$ cat src/rtl/hazard_tracker.sv
// Hazard tracker: follows in-flight register writes through E, M and W and
// raises a stall when a D-stage source cannot be served by M/W forwarding.
module hazard_tracker #(
  parameter int unsigned STALL_CNT_W = 16
) (
  input  logic                   clk,
  input  logic                   reset,
  input  logic [4:0]             D_A1,
  input  logic [4:0]             D_A2,
  input  logic                   D_A1use,
  input  logic                   D_A2use,
  input  logic [1:0]             D_Tuse1,
  input  logic [1:0]             D_Tuse2,
  input  logic [4:0]             D_A3,
  input  logic                   D_RegWrite,
  input  logic [1:0]             D_Tnew,
  output logic                   stall,
  output logic [4:0]             E_A3,
  output logic                   E_RegWrite,
  output logic [1:0]             E_Tnew,
  output logic [4:0]             M_A3,
  output logic                   M_RegWrite,
  output logic [1:0]             M_Tnew,
  output logic [4:0]             W_A3,
  output logic                   W_RegWrite,
  output logic [STALL_CNT_W-1:0] stall_cnt
);

  logic [4:0]             e_a3_q, e_a3_d, m_a3_q, m_a3_d, w_a3_q, w_a3_d;
  logic                   e_wr_q, e_wr_d, m_wr_q, m_wr_d, w_wr_q, w_wr_d;
  logic [1:0]             e_tn_q, e_tn_d, m_tn_q, m_tn_d;
  logic [STALL_CNT_W-1:0] cnt_q, cnt_d;
  logic                   hit1, hit2, entry_wr;
  logic [1:0]             entry_tn;

  // Stall detection: only producers in E or M that are still too far from done can block
  always_comb begin
    hit1 = D_A1use && (D_A1 != 5'd0) &&
           (((D_A1 == e_a3_q) && e_wr_q && (e_tn_q > D_Tuse1)) ||
            ((D_A1 == m_a3_q) && m_wr_q && (m_tn_q > D_Tuse1)));
    hit2 = D_A2use && (D_A2 != 5'd0) &&
           (((D_A2 == e_a3_q) && e_wr_q && (e_tn_q > D_Tuse2)) ||
            ((D_A2 == m_a3_q) && m_wr_q && (m_tn_q > D_Tuse2)));
    stall = hit1 || hit2;
  end

  // Next-state: normalise the D entry, advance E->M->W, count stalled cycles
  always_comb begin
    // $0 writes are dropped; Tnew floors at 1 since E never forwards
    entry_wr = D_RegWrite && (D_A3 != 5'd0);
    entry_tn = (D_Tnew == 2'd0) ? 2'd1 : D_Tnew;
    e_a3_d   = D_A3;
    e_wr_d   = entry_wr;
    e_tn_d   = entry_tn;
    if (stall) begin
      e_a3_d = 5'd0;
      e_wr_d = 1'b0;
      e_tn_d = 2'd0;
    end
    m_a3_d = e_a3_q;
    m_wr_d = e_wr_q;
    m_tn_d = (e_tn_q != 2'd0) ? e_tn_q - 2'd1 : 2'd0;
    w_a3_d = m_a3_q;
    w_wr_d = m_wr_q;
    cnt_d  = cnt_q;
    if (stall && (cnt_q != {STALL_CNT_W{1'b1}})) begin
      cnt_d = cnt_q + STALL_CNT_W'(1);
    end
  end

  // Pipeline tracking registers and counter, synchronously cleared
  always_ff @(posedge clk) begin
    if (reset) begin
      e_a3_q <= 5'd0;
      e_wr_q <= 1'b0;
      e_tn_q <= 2'd0;
      m_a3_q <= 5'd0;
      m_wr_q <= 1'b0;
      m_tn_q <= 2'd0;
      w_a3_q <= 5'd0;
      w_wr_q <= 1'b0;
      cnt_q  <= '0;
    end else begin
      e_a3_q <= e_a3_d;
      e_wr_q <= e_wr_d;
      e_tn_q <= e_tn_d;
      m_a3_q <= m_a3_d;
      m_wr_q <= m_wr_d;
      m_tn_q <= m_tn_d;
      w_a3_q <= w_a3_d;
      w_wr_q <= w_wr_d;
      cnt_q  <= cnt_d;
    end
  end

  assign E_A3       = e_a3_q;
  assign E_RegWrite = e_wr_q;
  assign E_Tnew     = e_tn_q;
  assign M_A3       = m_a3_q;
  assign M_RegWrite = m_wr_q;
  assign M_Tnew     = m_tn_q;
  assign W_A3       = w_a3_q;
  assign W_RegWrite = w_wr_q;
  assign stall_cnt  = cnt_q;

endmodule
$ cat config.mk
export PLATFORM = sky130hd
export DESIGN_NAME = hazard_tracker
export DESIGN_NICKNAME = d
export VERILOG_FILES = /design/src/rtl/hazard_tracker.sv
export SDC_FILE = /design/constraint.sdc
export NUM_CORES = 1
export LEC_CHECK = 0
export ABC_AREA = 1
export BUFFER_PORTS_ARGS = -buffer_cell sky130_fd_sc_hd__buf_2
export CAP_MARGIN = 40
export CORE_ASPECT_RATIO = 1.1
export CORE_MARGIN = 4
export CORE_UTILIZATION = 55
export DETAILED_ROUTE_END_ITERATION = 16
export PLACE_DENSITY = 0.85
export SYNTH_ARGS = -nofsm -noshare
export SYNTH_HDL_FRONTEND = slang
export SYNTH_SLANG_ARGS = --single-unit
$ cat constraint.sdc
create_clock -name clk -period 5 [get_ports clk]
set_clock_uncertainty 0.2 [all_clocks]
set_input_delay 0.5 -clock clk [delete_from_list [all_inputs] [get_ports clk]]
set_output_delay 0.5 -clock clk [all_outputs]
set_load 0.005 [all_outputs]
==> results of run 1 <==
-- sequential cells by signal, summed over array words and instances, names as in the netlist --
name / flops
M_RegWrite: 1
M_Tnew: 2
E_Tnew: 2
stall_cnt: 16
E_RegWrite: 1
W_A3: 5
W_RegWrite: 1
E_A3: 5
M_A3: 5
-- cell usage after synthesis, types with 2 or more instances --
library cell	instances
nand2_1	68
nor2_1	64
inv_1	47
dfxtp_1	38
nand3_1	21
a21oi_1	20
ha_1	10
xnor2_1	8
nor3_1	5
xor2_1	4
buf_6	3
inv_2	3
nand4_1	3
o21ai_0	3
o21bai_1	3
clkbuf_1	2
nand2_4	2
-- per-layer routing --
layer  up-vias  track usage  wire length (um)
met5         -            0                 0
met4         0        0.124               166
met3        13       0.0526               366
met2        72        0.416              2540
met1       961        0.240              2020
li1       1080            -                 -
-- worst max-delay path, delay by kind of cell (launching register included) --
| kind | cells | cell delay [ns] |
|---|---|---|
| and+or+nand+nor | 5 | 0.66 |
| DFF | 1 | 0.35 |
| buffers and inverters | 2 | 0.27 |
| AOI/OAI and AO/OA | 2 | 0.24 |
| adders and majority gates | 1 | 0.27 |
-- area by class of cell --
cell class | count | area (um^2) | share of cell area
Clock inverter | 1 | 30.0 | 0.0119
Timing Repair Buffer | 64 | 320 | 0.127
Multi-Input combinational cell | 216 | 1080 | 0.426
Tap cell | 50 | 62.6 | 0.0248
Inverter | 51 | 191 | 0.0759
Sequential cell | 38 | 761 | 0.301
Clock buffer | 6 | 82.6 | 0.0327
-- cells by family after synthesis --
group	after synthesis	share of synthesized area
buf+inv	56	0.112
xor+xnor	12	0.0508
compound gates	26	0.0665
flops	38	0.368
fa+ha+maj	10	0.0605
simple gates	168	0.342
-- power groups by stage --
stage	logic, mW	clock network, mW	registers, mW
CTS	0.0797	0.269	0.318
finish	0.0791	0.264	0.319
global placement	0.0757	0	0.325
floorplan	0.0458	0	0.325
detailed placement	0.0788	0	0.325
global route	0.0897	0.284	0.319
-- layout by cell type (no fill, tap or decap) --
cell,instances
dfxtp_1,38
ha_1,10
bufinv_16,1
nand4_1,3
clkinv_1,1
buf_2,64
nor2_2,1
nand2_2,1
a21oi_1,20
clkbuf_8,6
xnor2_1,8
nor2_1,64
nor2_4,1
o21ai_0,3
nand3b_1,1
nand3_1,21
nand3_2,1
xor2_1,4
inv_2,3
o21bai_1,3
nor3_1,5
nand2_4,2
nand2_1,68
inv_1,47
-- final timing paths --
check	startpoint	to
min reg2reg	E_Tnew[0]	M_Tnew[0]
min	D_Tnew[0]	E_Tnew[0]
max	E_Tnew[0]	stall
max reg2reg	E_Tnew[0]	stall_cnt[6]
==> impl_metrics.env, run 1 <==
export IMPL_status="complete, no violations"
export IMPL_synth_distinct_cells=23
export IMPL_drc=0
export IMPL_final_util=0.696
export IMPL_p_sw_uw=156
export IMPL_worst_pin_slew_ns=0.474
export IMPL_syn_inst=310
export IMPL_syn_avg_cell_area_um2=6.68
export IMPL_power_leakage_nw=1.36
export IMPL_ys_flop_type="dfxtp_1"
export IMPL_cp_data_required_time_ns=4.30
export IMPL_syn_to_final_growth_pct=21.9
export IMPL_syn_cell_area_um2=2070
export IMPL_n_antenna_cell=0
export IMPL_stdcell_count=426
export IMPL_hp_class="primary input to flip-flop"
export IMPL_synth_seq_cells=38
export IMPL_cts_htree_levels=2
export IMPL_drive_gt1_frac=0.213
export IMPL_antenna_found_initial=0
export IMPL_fin_crit_sh=0.558
export IMPL_finalHoldViolCount=0
export IMPL_place_congestion=0.896
export IMPL_synth_area_leaders="dfxtp_1 37%, nand2_1 12%, nor2_1 12%"
export IMPL_clock_power_share=0.399
export IMPL_crit_path_end_kind="primary output"
export IMPL_arrival_ns=2.09
export IMPL_drt_iter0_drc=116
export IMPL_dieWidth_um=66.5
export IMPL_vias=2126
export IMPL_synth_edf_count=0
export IMPL_cts_tree="built"
export IMPL_clk_pin_slew_ns=0.07
export IMPL_min_path_cells=3
export IMPL_design_area_um2=2520
export IMPL_setup_viol=0
export IMPL_ys_seq_area_frac=0.368
export IMPL_cpMostUsedCell="nand2_1"
export IMPL_cp_cell_sequence="inv_1 -> ha_1 -> a21oi_1 -> o21ai_0 -> nor2_1 -> nand2_1 -> nand2_1 -> nand2_1 -> nand2_4 -> buf_2"
export IMPL_start_kind="flip-flop"
export IMPL_grt_pass1_wl_um=8540
export IMPL_synthArstFlopShare=0
export IMPL_drt_pre_antenna_iters=4
export IMPL_fp_dieH_um=72.3
export IMPL_drt_total_wl_um=5090
export IMPL_row_count=23
export IMPL_layout_setup_ws_ns=2.21
export IMPL_dpl_instance_area_um2=2410
export IMPL_cts_hold_buf=0
export IMPL_slowest_delay_ns=0.35
export IMPL_rsz0062_at_grt="false"
export IMPL_yosysTopAreaCell="dfxtp_1"
export IMPL_switching_share=0.236
export IMPL_seq_power_share=0.482
export IMPL_yosysTopAreaCellShare=0.368
export IMPL_vias_per_cell=4.99
export IMPL_reg2reg_slack_ns=2.82
export IMPL_max_freq_ghz=0.358
export IMPL_internal_power_uw=505
export IMPL_grt_max_degree=34
export IMPL_drv_slew=0
export IMPL_core_area_um2=3630
export IMPL_clock_path_buffers=2
export IMPL_vdd_drop_max_uv=154
export IMPL_detail_route_antenna_nets=0
export IMPL_placed_cells=419
export IMPL_grt_use_total=0.229
export IMPL_critPathKind="flip-flop to primary output"
export IMPL_grt_pass1_vias=2080
export IMPL_critical_path_max_fanout=33
export IMPL_cts_resized=0
export IMPL_ios=65
export IMPL_p_per_area_nw_per_um2=262
export IMPL_nFillCells=345
export IMPL_clock_sinks=38
export IMPL_postCtsSetupBuffers=0
export IMPL_setup_tns_final_ns=0
export IMPL_avgRoutedWirePerCell_um=11.9
export IMPL_maxSlewHeadroom=0.682
export IMPL_die_area_um2=4810
export IMPL_syn_nets=346
export IMPL_slowest_stage="dfxtp_1"
export IMPL_reg2reg_depth=12
export IMPL_floorplan_initialDensity=0.571
export IMPL_io_buffers=64
export IMPL_totalPowerFinal_uw=661
export IMPL_nNetsFinal=412
export IMPL_whs_ns=0.236
export IMPL_overflow=0
export IMPL_fin_crit_ns=2.79
export IMPL_comb_power_share=0.120
export IMPL_dp_hpwl_um=3980
export IMPL_yosys_warnings=0
export IMPL_numCtsBuffers=5
export IMPL_insertion_delay_ns=0.29
export IMPL_root_buffer="clkbuf_8"
export IMPL_place_ws_ns=2.34
export IMPL_drv_cap=0
No activity file was read; power rests on OpenSTA's default activity.
==> run 2: changes to the inputs <==
--- a/config.mk
+++ b/config.mk
@@ -5,14 +5,14 @@
 export SDC_FILE = /design/constraint.sdc
 export NUM_CORES = 1
 export LEC_CHECK = 0
-export ABC_AREA = 1
+export ABC_AREA = 0
 export BUFFER_PORTS_ARGS = -buffer_cell sky130_fd_sc_hd__buf_2
 export CAP_MARGIN = 40
 export CORE_ASPECT_RATIO = 1.1
 export CORE_MARGIN = 4
-export CORE_UTILIZATION = 55
+export CORE_UTILIZATION = 50
 export DETAILED_ROUTE_END_ITERATION = 16
-export PLACE_DENSITY = 0.85
+export PLACE_DENSITY = 0.79
 export SYNTH_ARGS = -nofsm -noshare
 export SYNTH_HDL_FRONTEND = slang
 export SYNTH_SLANG_ARGS = --single-unit
==> constraint.sdc (replaced) <==
create_clock -name clk -period 2.68 [get_ports clk]
set_clock_uncertainty 0.2 [all_clocks]
set_input_delay 0.268 -clock clk [delete_from_list [all_inputs] [get_ports clk]]
set_output_delay 0.268 -clock clk [all_outputs]
set_load 0.005 [all_outputs]
==> run 2 against run 1 <==
Area after synthesis is 3.7% lower. Core utilization is 3.1 points lower. Count of clock-buffer cells in the layout is 1 lower. Combinational power is 86% higher. Wire length is 6.6% lower. Sequential power is 87% higher. Hold slack worse by 0.23 ns. Final area is 1.4% lower. Sequential share of layout area is 0.44 points higher. Flip-flop and latch count stayed put. Synthesized cell count is 30% lower. Critical path depth is 2 lower. Largest power group unchanged. Highest routed layer unchanged.
==> impl_metrics.env, run 2 <==
export IMPL_setup_viol=0
export IMPL_cp_data_required_time_ns=2.21
export IMPL_vias_per_cell=5.32
export IMPL_reg2reg_depth=8
export IMPL_drt_total_wl_um=4760
export IMPL_synthAdderAreaFrac=0.0628
export IMPL_n_antenna_cell=0
export IMPL_nNetsFinal=321
export IMPL_grt_use_total=0.208
export IMPL_syn_avg_cell_area_um2=9.19
export IMPL_max_freq_ghz=0.400
export IMPL_use_met2=0.346
export IMPL_vdd_drop_max_uv=310
export IMPL_arrival_ns=2.03
export IMPL_yosysTopAreaCell="dfxtp_1"
export IMPL_ios=65
export IMPL_drt_iter0_drc=73
export IMPL_cts_tree="built"
export IMPL_rr_endpoint="stall_cnt[13]"
export IMPL_critPathKind="flip-flop to primary output"
export IMPL_synth_xor_area_frac=0.114
export IMPL_clk_pin_slew_ns=0.07
export IMPL_yosys_mux_area_fraction=0.0282
export IMPL_worst_pin_slew_ns=0.655
export IMPL_critical_path_max_fanout=4
export IMPL_grt_max_degree=39
export IMPL_start_kind="flip-flop"
export IMPL_ys_flop_type="dfxtp_1"
export IMPL_io_buffers=64
export IMPL_synth_edf_count=0
export IMPL_totalPowerFinal_mw=1.21
export IMPL_drc=0
export IMPL_hp_class="primary input to flip-flop"
export IMPL_synth_most_common_cell="dfxtp_1"
export IMPL_drive_gt1_frac=0.304
export IMPL_design_area_um2=2490
export IMPL_crit_path_end_kind="primary output"
export IMPL_setup_tns_final_ns=0
export IMPL_worstReg2RegStart="stall_cnt[1]"
export IMPL_layout_setup_ws_ns=0.182
export IMPL_clock_sinks=38
export IMPL_reg2reg_slack_ns=0.22
export IMPL_insertion_delay_ns=0.29
export IMPL_synthTopCellsByCount="38 x dfxtp_1, 27 x nor2_1, 20 x xnor2_1, 17 x inv_1, 17 x nor2b_1"
export IMPL_clock_path_buffers=2
export IMPL_fin_crit_sh=0.932
export IMPL_p_per_area_nw_per_um2=488
export IMPL_row_count=23
export IMPL_whs_ns=0.00951
export IMPL_hp_start="D_RegWrite"
export IMPL_layout_commonest_cell="buf_2"
export IMPL_synth_distinct_cells=37
export IMPL_fin_crit_ns=2.50
export IMPL_whs_endpoint="E_RegWrite"
export IMPL_antenna_found_initial=0
export IMPL_synth_compound_area_frac=0.105
export IMPL_grt_pass1_vias=1785
export IMPL_status="complete, no violations"
export IMPL_final_util=0.665
export IMPL_place_congestion=0.846
export IMPL_yosysTopAreaCellShare=0.382
export IMPL_fp_dieH_um=74.2
export IMPL_maxSlewHeadroom=0.564
export IMPL_synthArstFlopShare=0
export IMPL_finalHoldViolCount=0
export IMPL_nFillCells=312
export IMPL_vias=1788
export IMPL_place_ws_ns=0.167
export IMPL_grtUsageMet1=0.244
export IMPL_syn_cell_area_um2=1990
export IMPL_mostFrequentLayoutCells="64 x buf_2, 38 x dfxtp_1, 27 x nor2_1"
export IMPL_dp_hpwl_um=3600
export IMPL_overflow=0
export IMPL_floorplan_initialDensity=0.533
export IMPL_min_path_cells=3
export IMPL_syn_nets=253
export IMPL_dpl_instance_area_um2=2350
export IMPL_numCtsBuffers=5
export IMPL_die_area_um2=5060
export IMPL_grt_busiest_layer="met2"
export IMPL_stdcell_count=336
export IMPL_ys_seq_area_frac=0.382
export IMPL_rsz0062_at_grt="false"
export IMPL_synth_area_leaders="dfxtp_1 38%, xnor2_1 8.8%, ha_1 6.3%"
export IMPL_gr_usage_met3=0.0604
export IMPL_avgRoutedWirePerCell_um=14.2
export IMPL_power_leakage_nw=1.13
export IMPL_placed_cells=326
export IMPL_syn_to_final_growth_pct=24.8
export IMPL_core_area_um2=3740
export IMPL_synth_top_family_by_area="simple AND/OR/NAND/NOR gates"
export IMPL_drv_slew=0
export IMPL_grt_pass1_wl_um=7970
export IMPL_drt_pre_antenna_iters=4
export IMPL_yosys_warnings=0
export IMPL_yosys_area_share_simple=0.261
export IMPL_cts_htree_levels=2
export IMPL_detail_route_antenna_nets=0
export IMPL_root_buffer="clkbuf_8"
export IMPL_drv_cap=0
export IMPL_synth_seq_cells=38
export IMPL_syn_inst=217
export IMPL_largest_reg_flops=16
export IMPL_dieWidth_um=68.2
==> run 2: cell types whose count changed after synthesis, moves of 4 or more <==
cell / before / now
nor4_4: 0 / 4
nor2b_1: 0 / 17
nand2_1: 68 / 5
inv_1: 47 / 17
nand4_1: 3 / 13
nor2_1: 64 / 27
a21oi_1: 20 / 12
xnor2_1: 8 / 20
mux2_1: 0 / 4
nand3_1: 21 / 8
==> run 2: worst max-delay path, stage by stage, from the launching register on <==
cell and delay, ns:
dfxtp_1 0.33, inv_1 0.07, ha_1 0.26, a21boi_1 0.16, nand4_1 0.17, nor4_4 0.25, nor2_1 0.12, o22ai_2 0.21
buf_2 0.17
==> run 2: area by class of cell <==
type | count | area (um^2) | share of cell area
Inverter | 17 | 63.8 | 0.0257
Tap cell | 50 | 62.6 | 0.0252
Sequential cell | 38 | 761 | 0.306
Timing Repair Buffer | 67 | 348 | 0.140
Clock buffer | 5 | 68.8 | 0.0277
Multi-Input combinational cell | 156 | 1140 | 0.460
Clock inverter | 3 | 40.0 | 0.0161
==> run 2: repair_timing <==
item	CTS	global route
hold endpoints to repair	2	0
gates resized for setup	1	0
endpoints found under the setup margin	1	5
pin swaps	0	2
hold buffers	2	0
buffers inserted	0	0
==> run 2: where the power goes <==
group          total (mW)  leakage, nW  internal [mW]  switching, mW
clock network       0.473       0.0579          0.274          0.199
logic               0.147        0.765         0.0664         0.0808
registers           0.595        0.310          0.580         0.0155
==> run 2: kinds of logic (layout without fill, tap and decap cells) <==
kind of cell,count (synthesis),in the layout
buf+inv,23,92
flops,38,38
xor+xnor,26,26
compound gates,27,27
fa+ha+maj,10,10
simple gates,88,88
mux,5,5
==> run 2: worst max-delay path by stage <==
stage / start / to / slack (ns)
floorplan: M_Tnew[0] / stall_cnt[9] / 0.38
global placement: D_Tuse1[1] / stall_cnt[9] / 0.20
detailed placement: D_Tuse2[1] / stall_cnt[9] / 0.17
CTS: M_Tnew[0] / stall / 0.05
global route: M_Tnew[0] / stall / 0.04
finish: M_Tnew[0] / stall / 0.18
==> run 2: layer usage <==
layer	share of wire	wire (um)
met2	0.50	2390
met5	0	0
met1	0.40	1920
met4	0.027	129
met3	0.066	315
